[config.mk]
export PLATFORM = sky130hd
export DESIGN_NAME = fmult_accum_ctrl
export DESIGN_NICKNAME = d
export VERILOG_FILES = /design/src/rtl/mcac_pkg.sv /design/src/rtl/fmult_accum_ctrl.sv
export SDC_FILE = /design/constraint.sdc
export NUM_CORES = 1
export LEC_CHECK = 0
export ABC_AREA = 1
export BUFFER_PORTS_ARGS = -buffer_cell sky130_fd_sc_hd__clkbuf_2
export CORE_UTILIZATION = 51
export DETAILED_ROUTE_END_ITERATION = 6
export PLACE_DENSITY_LB_ADDON = 0.05
export SKIP_CTS_REPAIR_TIMING = 1
export SLEW_MARGIN = 15
export SYNTH_ARGS = -nofsm -noshare
export SYNTH_HDL_FRONTEND = slang
export SYNTH_SLANG_ARGS = --single-unit
[constraint.sdc]
create_clock -name clk -period 1.6 [get_ports clk]
set_input_delay 0.08 -clock clk [delete_from_list [all_inputs] [get_ports clk]]
set_output_delay 0.08 -clock clk [all_outputs]
set_load 0.005 [all_outputs]
[src/rtl/mcac_pkg.sv]
// Shared definitions for the MCAC predictor: FSM states, default term counts
// and the FMULT term-index encoding steered by the sequencer.
package mcac_pkg;

    typedef enum logic [1:0] {
        ST_IDLE  = 2'd0,
        ST_ISSUE = 2'd1,
        ST_DRAIN = 2'd2,
        ST_DONE  = 2'd3
    } mcac_state_e;

    localparam int MCAC_NB = 6;
    localparam int MCAC_NA = 2;
    localparam int MCAC_PW = 16;

    // Term index driven onto the FMULT operand muxes.
    localparam logic [2:0] SEL_B1 = 3'd0;
    localparam logic [2:0] SEL_B2 = 3'd1;
    localparam logic [2:0] SEL_B3 = 3'd2;
    localparam logic [2:0] SEL_B4 = 3'd3;
    localparam logic [2:0] SEL_B5 = 3'd4;
    localparam logic [2:0] SEL_B6 = 3'd5;
    localparam logic [2:0] SEL_A1 = 3'd6;
    localparam logic [2:0] SEL_A2 = 3'd7;

endpackage

[src/rtl/fmult_accum_ctrl.sv]
// Sequencer for the time-shared FMULT: issues the B then A term indices,
// accumulates the returned products and publishes SEZ and SE.
module fmult_accum_ctrl
    import mcac_pkg::*;
#(
    parameter int NB        = MCAC_NB,
    parameter int NA        = MCAC_NA,
    parameter int PW        = MCAC_PW,
    parameter int FMULT_LAT = 1
) (
    input  logic          clk,
    input  logic          reset,
    input  logic          start,
    output logic [2:0]    sel,
    output logic          sel_vld,
    input  logic [PW-1:0] prod,
    output logic          busy,
    output logic          done,
    output logic [PW-2:0] sez,
    output logic [PW-2:0] se,
    input  logic          scan_in0,
    input  logic          scan_en,
    output logic          scan_out0
);

    localparam int         NT        = NB + NA;
    localparam logic [2:0] SEL_LAST  = 3'(NT - 1);
    localparam logic [3:0] CNT_ZLAST = 4'(NB - 1);
    localparam logic [3:0] CNT_LAST  = 4'(NT - 1);

    mcac_state_e            state_q;
    logic [2:0]             sel_q;
    logic                   sel_vld_q;
    logic                   busy_q;
    logic                   done_q;
    logic [PW-2:0]          sez_q;
    logic [PW-2:0]          se_q;
    logic [PW-1:0]          acc_q;
    logic [PW-1:0]          sezi_q;
    logic [3:0]             cnt_q;
    logic [FMULT_LAT-1:0]   vld_pipe_q;

    logic [FMULT_LAT:0]     vld_chain_d;
    logic                   prod_vld;
    logic [PW-1:0]          acc_d;
    logic                   launch;
    logic                   unused_scan;

    // The valid pipeline mirrors the FMULT latency so each product is
    // accepted exactly in the cycle it is returned.
    assign vld_chain_d = {vld_pipe_q, sel_vld_q};
    assign prod_vld    = vld_pipe_q[FMULT_LAT-1];
    assign acc_d       = acc_q + prod;
    assign launch      = start && ((state_q == ST_IDLE) || (state_q == ST_DONE));

    always_ff @(posedge clk) begin
        if (reset) begin
            state_q    <= ST_IDLE;
            sel_q      <= 3'd0;
            sel_vld_q  <= 1'b0;
            busy_q     <= 1'b0;
            done_q     <= 1'b0;
            sez_q      <= '0;
            se_q       <= '0;
            acc_q      <= '0;
            sezi_q     <= '0;
            cnt_q      <= 4'd0;
            vld_pipe_q <= '0;
        end else begin
            vld_pipe_q <= vld_chain_d[FMULT_LAT-1:0];
            done_q     <= 1'b0;

            if (prod_vld) begin
                acc_q <= acc_d;
                cnt_q <= cnt_q + 4'd1;
                if (cnt_q == CNT_ZLAST) begin
                    sezi_q <= acc_d;
                end
            end

            if (launch) begin
                // No product can be in flight in IDLE or DONE, so clearing
                // the accumulator here never drops a live term.
                state_q   <= ST_ISSUE;
                sel_q     <= SEL_B1;
                sel_vld_q <= 1'b1;
                busy_q    <= 1'b1;
                acc_q     <= '0;
                cnt_q     <= 4'd0;
            end else begin
                case (state_q)
                    ST_ISSUE: begin
                        if (sel_q == SEL_LAST) begin
                            state_q   <= ST_DRAIN;
                            sel_q     <= 3'd0;
                            sel_vld_q <= 1'b0;
                        end else begin
                            sel_q <= sel_q + 3'd1;
                        end
                    end
                    ST_DRAIN: begin
                        if (prod_vld && (cnt_q == CNT_LAST)) begin
                            state_q <= ST_DONE;
                            busy_q  <= 1'b0;
                            done_q  <= 1'b1;
                            sez_q   <= sezi_q[PW-1:1];
                            se_q    <= acc_d[PW-1:1];
                        end
                    end
                    ST_DONE: begin
                        state_q <= ST_IDLE;
                    end
                    default: begin
                        state_q <= ST_IDLE;
                    end
                endcase
            end
        end
    end

    assign sel       = sel_q;
    assign sel_vld   = sel_vld_q;
    assign busy      = busy_q;
    assign done      = done_q;
    assign sez       = sez_q;
    assign se        = se_q;
    assign scan_out0 = 1'b0;

    // Scan pins are stitched at scan insertion; nothing functional here.
    assign unused_scan = ^{scan_in0, scan_en};

endmodule
==> key figures, run 1 <==
Worst setup path
  – Worst path slowest cell: dfxtp_2
  – CP cell instances: ha_4 > fa_2 > nand2_1 > nand2_1 > nand3_1 > nand2_2 > nand2_2 > nand3_1 > nand2_1 > nand2_1 > nand2_1
  – CP required: approximately 1900 ps
  – Crit path launch: acc_q[0]$_SDFFE_PP0P_
  – CP max stage delay: about 340 ps
  – Reg2reg start: acc_q[0]$_SDFFE_PP0P_
  – Worst R2R End: se[13]$_SDFFE_PP0P_
  – Path depth of the worst reg2reg path: 11
  – Startpoint types: flop
  – Crit path DAT: 2000 ps
  – CP Class: flop to flop
  – Reg2reg setup slack: -110 ps
  – Critical Path End: se[13]$_SDFFE_PP0P_
  – Worst-path fanout max: 3
  – Most common cell on crit path: nand2_1
  – Worst setup EP type: flop

Final layout
  – Final core utilization: 0.722
  – # nets final: between 600 and 700
  – Layout cells sized above 1: 0.310
  – Inserted Diodes: 0
  – Syn-to-layout area delta: 35.0%
  – Post-route cell area: about 5000 µm²
  – Finished Layout Cells: between 700 and 800

Synthesis
  – Mapped Nets: just under 600
  – Synth warn: 0
  – Number of synthesized flops with an enable pin: 0
  – Flops & latches, synth: 74
  – Syn Area/Cell: 6.88 µm²
  – Yosys top cell by area: dfxtp_1
  – Seq/Total Area, Yosys: 0.403
  – Netlist Area Pre-Place: 3670 µm²
  – Synth top area share: 0.403
  – Post-synth top flop: dfxtp_1
  – Asr flop ratio synth: 0
  – Dominant cells by area after synthesis: dfxtp_1, nand2_1, inv_1
  – Synth cell types: 25
  – Mapped Cells: around 530

Drt
  – ANT nets after route: 0
  – Pre-antenna DRT Iters: 4
  – Via density per instance: 4.96
  – WL/cell: roughly 13 µm
  – DRC errors left: 0
  – Starting DRT DRC Count: 128
  – Total routed wirelength: between 9000 and 10000 µm
  – Via count: 3574

Status
  – Failing checks: negative setup slack
  – Status: finished, violations left

Placement
  – HPWL after detailed placement: approximately 6500 µm
  – Placer Congestion: roughly 0.86
  – Port buffer count: 54
  – Place WS: -110 ps
  – Post-DP Area: 4310 µm²
  – Placed cell count: around 700

Timing
  – RSZ-0062 raised after global routing: yes
  – Worst Clk Skew: 10.8 ps
  – Fin crit share: 1.07
  – PnR worst setup slack: -106 ps
  – FMAX: about 0.59 GHz
  – Final Hold Viols: 0
  – Max Slew Vio Count: 0
  – Tmin final: 1710 ps
  – Final setup viols: 18

Floorplan
  – Die footprint: approximately 7500 µm²
  – Die X: 86.9 µm
  – Die Y: roughly 87 µm
  – I/O Pins: 58
  – Core area: between 6000 and 7000 µm²
  – Starting Density: 0.535
  – # rows: 30

Worst hold path
  – Hold crit path type: primary input to flop
  – Worst hold path stage count: 2

Global route
  – Vias in the first global route: roughly 3.3k
  – Largest net degree at the start of global routing: 32
  – Gr ovfl total: 0
  – Initial antenna violation count: 0
  – First-pass GRT wire length: around 14000 µm
  – Overall routing resource usage: 0.249

Clocking
  – CTS max path bufs: 2
  – Clock slew at reported path FFs: around 80 ps
  – Root Driver: clkbuf_8
  – Clock sink count: 74
  – CTS buffer count: 9
  – Clock Latency Late Sink: approximately 360 ps
  – H-tree depth: 3
  – CTS tree: yes

Pwr
  – Power Dens Cells: ~1100 nW/µm²
  – Leakage: between 2 and 3 nW
  – VDD IR-drop max: a little under 700 µV

Run
  – Max cap viols: 0
==> final cells by class <==
class	instances	area [µm²]
Multi-Input combinational cell	352	2150
Fill cell	591	1910
Sequential cell	74	1500
Timing Repair Buffer	89	601
Inverter	94	353
Clock buffer	10	138
Tap cell	96	120
Clock inverter	6	97.6
==> layout by cell type (no fill, tap or decap), drive strengths merged <==
| cell type | count |
|---|---|
| and2 | 3 |
| xor2 | 5 |
| clkinv | 2 |
| ha | 22 |
| nand4 | 2 |
| a21oi | 33 |
| dfxtp | 74 |
| a22o | 4 |
| bufinv | 2 |
| inv | 96 |
| nand2 | 159 |
| o21a | 1 |
| conb | 1 |
| or2 | 1 |
| clkbuf | 65 |
| nor3 | 2 |
| nor2 | 50 |
| nand3 | 29 |
| fa | 1 |
| xnor2 | 3 |
| buf | 34 |
| o21ai | 36 |
==> worst max-delay path: cells and delay by family, from the launching register on <==
kind / cells / cell delay (ps)
DFF: 1 / 340
and+or+nand+nor: 9 / 810
adders and majority gates: 2 / 490
==> per-stage QoR <==
stage	TNS, ps	total power (W)	hold WS [ps]
after floorplan	0	0.00301	270
after global placement	-1080	0.00353	392
after detailed placement	-1810	0.00356	391
after CTS	-2340	0.00527	8.90
after global routing	-3080	0.00585	4.91
final	-1020	0.00556	5.01
==> sequential cells by signal, indices dropped and copies added, names as in the netlist <==
name and cells:
acc_q 16, done 1, cnt_q 4, prod_vld 1, sel_vld 1, sez 15, sel 3, sezi_q 15
busy 1, se 15, state_q 2
==> Yosys cell counts (3+ instances only) <==
library cell and count:
inv_1 92, nand2_1 159, o21ai_0 36, buf_4 3, clkbuf_1 4, xor2_1 5, nand3_1 27, a22o_1 4
xnor2_1 3, ha_1 22, buf_2 7, nor2_1 48, dfxtp_1 74, and2_1 3, a21oi_1 33
==> kinds of logic (layout without fill, tap and decap cells) <==
group,after synthesis,in the layout,share of synthesized area
xor+xnor,8,8,0.0191
flops,74,74,0.403
compound gates,74,74,0.106
fa+ha+maj,23,23,0.0804
simple gates,246,246,0.275
buf+inv,108,199,0.116
other cells,1,1,0.00102
==> metal layers <==
metal / GRT usage / part of all wire / routed length, µm
met2: 0.455 / 0.52 / 4940
met3: 0.0464 / 0.037 / 356
met1: 0.286 / 0.43 / 4130
met5: 0 / 0 / 0
met4: 0.0939 / 0.016 / 158
==> where the power goes <==
part,internal (W),switching [W]
Combinational,0.000759,0.00101
Sequential,0.00197,0.000104
Clock,0.000943,0.000770
==> how the worst min path moves through the flow <==
stage,startpoint,to,slack (ps)
floorplan,start,sel_vld$_SDFFE_PP0P_,270
global placement,reset,state_q[0]$_SDFFE_PP0P_,390
detailed placement,reset,state_q[0]$_SDFFE_PP0P_,390
CTS,reset,state_q[0]$_SDFFE_PP0P_,9
global route,reset,state_q[0]$_SDFFE_PP0P_,5
finish,reset,state_q[0]$_SDFFE_PP0P_,5
(Power assumes the default switching activity.)
==> run 2: changes to the inputs <==
- ABC_AREA: 1 -> 0
- CORE_UTILIZATION: 51 -> 50
- GPL_ROUTABILITY_DRIVEN: default -> 1
==> key figures, run 2 <==
Floorplan
  – Starting Density: 0.526
  – Die X: around 84 µm
  – I/O Pins: a little under 60
  – # rows: 29
  – Core area: between 6000 and 7000 µm²
  – Die Y: roughly 84 µm
  – Die footprint: slightly above 7000 µm²

Synthesis
  – Synth top area share: 0.436
  – Post-synthesis adder-cell area fraction: 0.0870
  – Post-synth top cells: dfxtp_1, nand2_1, nor2_1, a21oi_1, a22o_1
  – Seq/Total Area, Yosys: 0.436
  – Asr flop ratio synth: 0
  – Post-synth top flop: dfxtp_1
  – Count leader, synth: dfxtp_1
  – Flops & latches, synth: 74
  – Netlist Area Pre-Place: approximately 3400 µm²
  – Yosys top cell by area: dfxtp_1
  – Dominant cells by area after synthesis: dfxtp_1, ha_1, a22o_1
  – Syn Area/Cell: around 9.4 µm²
  – Multiplexer share of the synthesized area: 0.0501
  – Synth warn: 0
  – Mapped Cells: between 300 and 400
  – Synth cell types: 52
  – XOR/XNOR Fraction of Synth Area: 0.0350
  – Post-synthesis simple-gate area fraction: 0.149
  – Number of synthesized flops with an enable pin: 0
  – Largest family of logic cells by synthesized area: compound AO/OA/AOI/OAI gates
  – Complex-gate fraction of the synthesized area: 0.207
  – Mapped Nets: roughly 400

Pwr
  – Power Total: 0.00522 W
  – Power Dens Cells: 1060 nW/µm²
  – VDD IR-drop max: about 650 µV
  – Leakage: ~2.1 nW

Global route
  – Initial antenna violation count: 0
  – First-pass GRT wire length: approximately 14000 µm
  – Gr ovfl total: 0
  – Overall routing resource usage: 0.253
  – Vias in the first global route: 3008
  – Largest net degree at the start of global routing: 32

Clocking
  – CTS buffer count: 9
  – CTS tree: yes
  – Clock Latency Late Sink: ~350 ps
  – Clock sink count: 74
  – Clock slew at reported path FFs: ~80 ps
  – CTS max path bufs: 2
  – H-tree depth: 3
  – Root Driver: clkbuf_8

Final layout
  – Commonest non-fill, non-tap cell in the layout: dfxtp_1
  – Reg area: ~1500 µm²
  – Layout cells sized above 1: 0.425
  – # nets final: approximately 500
  – Largest Register: acc_q
  – Commonest cells after routing, fill and taps aside: dfxtp_1, clkbuf_2, buf_4, nand2_1, nor2_1
  – Syn-to-layout area delta: 45.0%
  – Fillers: about 460
  – Finished Layout Cells: 550
  – Inserted Diodes: 0
  – Post-route cell area: ~5000 µm²
  – Max FFs per register: 16
  – Multi-input gate area: roughly 2200 µm²

Timing
  – PnR worst setup slack: -383 ps
  – Hold slack final: roughly 100 ps
  – Max Slew Vio Count: 0
  – FMAX: a little over 0.5 GHz
  – Worst Clk Skew: a little under 7 ps
  – RSZ-0062 raised after global routing: yes
  – Fin crit share: 1.24
  – Tmin final: 1980 ps
  – Final Hold Viols: 0
  – Final setup viols: 36

Placement
  – Placed cell count: 530
  – Port buffer count: 54
  – Place WS: -397 ps
  – Post-DP Area: ~4400 µm²
  – HPWL after detailed placement: a little over 6000 µm
  – Placer Congestion: roughly 0.83

Worst setup path
  – CP required: approximately 1800 ps
  – Reg2reg setup slack: -380 ps
  – CP Class: flop to flop
  – Crit path launch: acc_q[0]$_SDFFE_PP0P_
  – Worst setup EP type: flop
  – Path depth of the worst reg2reg path: 8
  – Startpoint types: flop
  – Worst R2R End: acc_q[8]$_SDFFE_PP0P_
  – Reg2reg start: acc_q[0]$_SDFFE_PP0P_
  – Worst-path fanout max: 3
  – Critical Path End: acc_q[8]$_SDFFE_PP0P_
  – Crit path DAT: around 2200 ps

Drt
  – Via count: about 3.1k
  – ANT nets after route: 0
  – Pre-antenna DRT Iters: 7
  – WL/cell: 16.7 µm
  – DRC errors left: 7
  – Via density per instance: 5.58
  – Starting DRT DRC Count: about 110
  – Total routed wirelength: between 9000 and 10000 µm

Run
  – Max cap viols: 0

Status
  – Failing checks: design-rule violations, negative setup slack
  – Status: finished, violations left

Worst hold path
  – Hold crit path type: primary input to flop
[run 2: cell count changes in the layout (fill, tap and decap cells not counted), moves of 11 or more]
| cell | previous run | this run |
|---|---|---|
| buf_4 | 30 | 51 |
| mux2i_1 | 0 | 16 |
| inv_1 | 90 | 7 |
| nand2_2 | 23 | 3 |
| a21oi_1 | 28 | 16 |
| a22o_1 | 4 | 24 |
| nor2_1 | 45 | 27 |
| nand3_1 | 16 | 2 |
| nand2_1 | 136 | 38 |
| o21ai_0 | 23 | 2 |
| nand3_2 | 11 | 0 |
| nand3b_1 | 0 | 11 |
[run 2: metrics by stage]
step	setup TNS (ps)	utilization
after floorplan	-3960	-
after global placement	-8700	0.679
after detailed placement	-9920	0.679
after CTS	-10830	0.716
after global routing	-13450	0.762
final	-9940	0.762
[run 2: power breakdown]
part           leakage (nW)  total, W  internal (W)  switching (W)
logic                  1.36   0.00148      0.000730       0.000754
clock network         0.119   0.00173      0.000943       0.000784
registers             0.602   0.00201       0.00193      0.0000782
total                  2.08   0.00522       0.00361        0.00162
[run 2: cell families (layout without fill, tap and decap cells)]
| family | count (synthesis) | in the layout |
|---|---|---|
| xor+xnor | 12 | 12 |
| simple gates | 108 | 108 |
| mux | 17 | 17 |
| compound gates | 98 | 98 |
| buf+inv | 27 | 140 |
| other cells | 1 | 1 |
| fa+ha+maj | 23 | 23 |
| flops | 74 | 74 |
[run 2: how the worst min path moves through the flow]
stage | end | cells after the start | slack (ps) | start
after global routing | busy$_SDFFE_PP0P_ | 3 | 110 | start
after floorplan | busy$_SDFFE_PP0P_ | 2 | 250 | start
after detailed placement | busy$_SDFFE_PP0P_ | 3 | 420 | start
after CTS | busy$_SDFFE_PP0P_ | 3 | 50 | start
after global placement | busy$_SDFFE_PP0P_ | 3 | 410 | start
final | busy$_SDFFE_PP0P_ | 3 | 100 | start
[run 2: cell type report]
cell class              instances  area share
multi-input cells             259       0.456
well taps                      77      0.0196
clock inverters                 6      0.0198
inverters                       9     0.00686
flip-flops and latches         74       0.303
clock buffers                  10      0.0280
repair buffers                115       0.167
[run 2: per-layer routing]
layer	vias to the layer above	global-route usage	part of all wire	wire (µm)
li1	1508	-	-	-
met1	1477	0.308	0.43	3940
met2	73	0.445	0.52	4750
met3	13	0.0374	0.036	335
met4	0	0.114	0.020	180
met5	-	0	0	0
[run 2: worst max-delay path, cell delays in order, from the launching register on]
cell and delay [ps]:
dfxtp_2 340, ha_4 160, fa_2 340, a21oi_2 160, o21a_1 200, o211ai_1 120, a21oi_1 180, xor2_1 260
o21ai_1 100
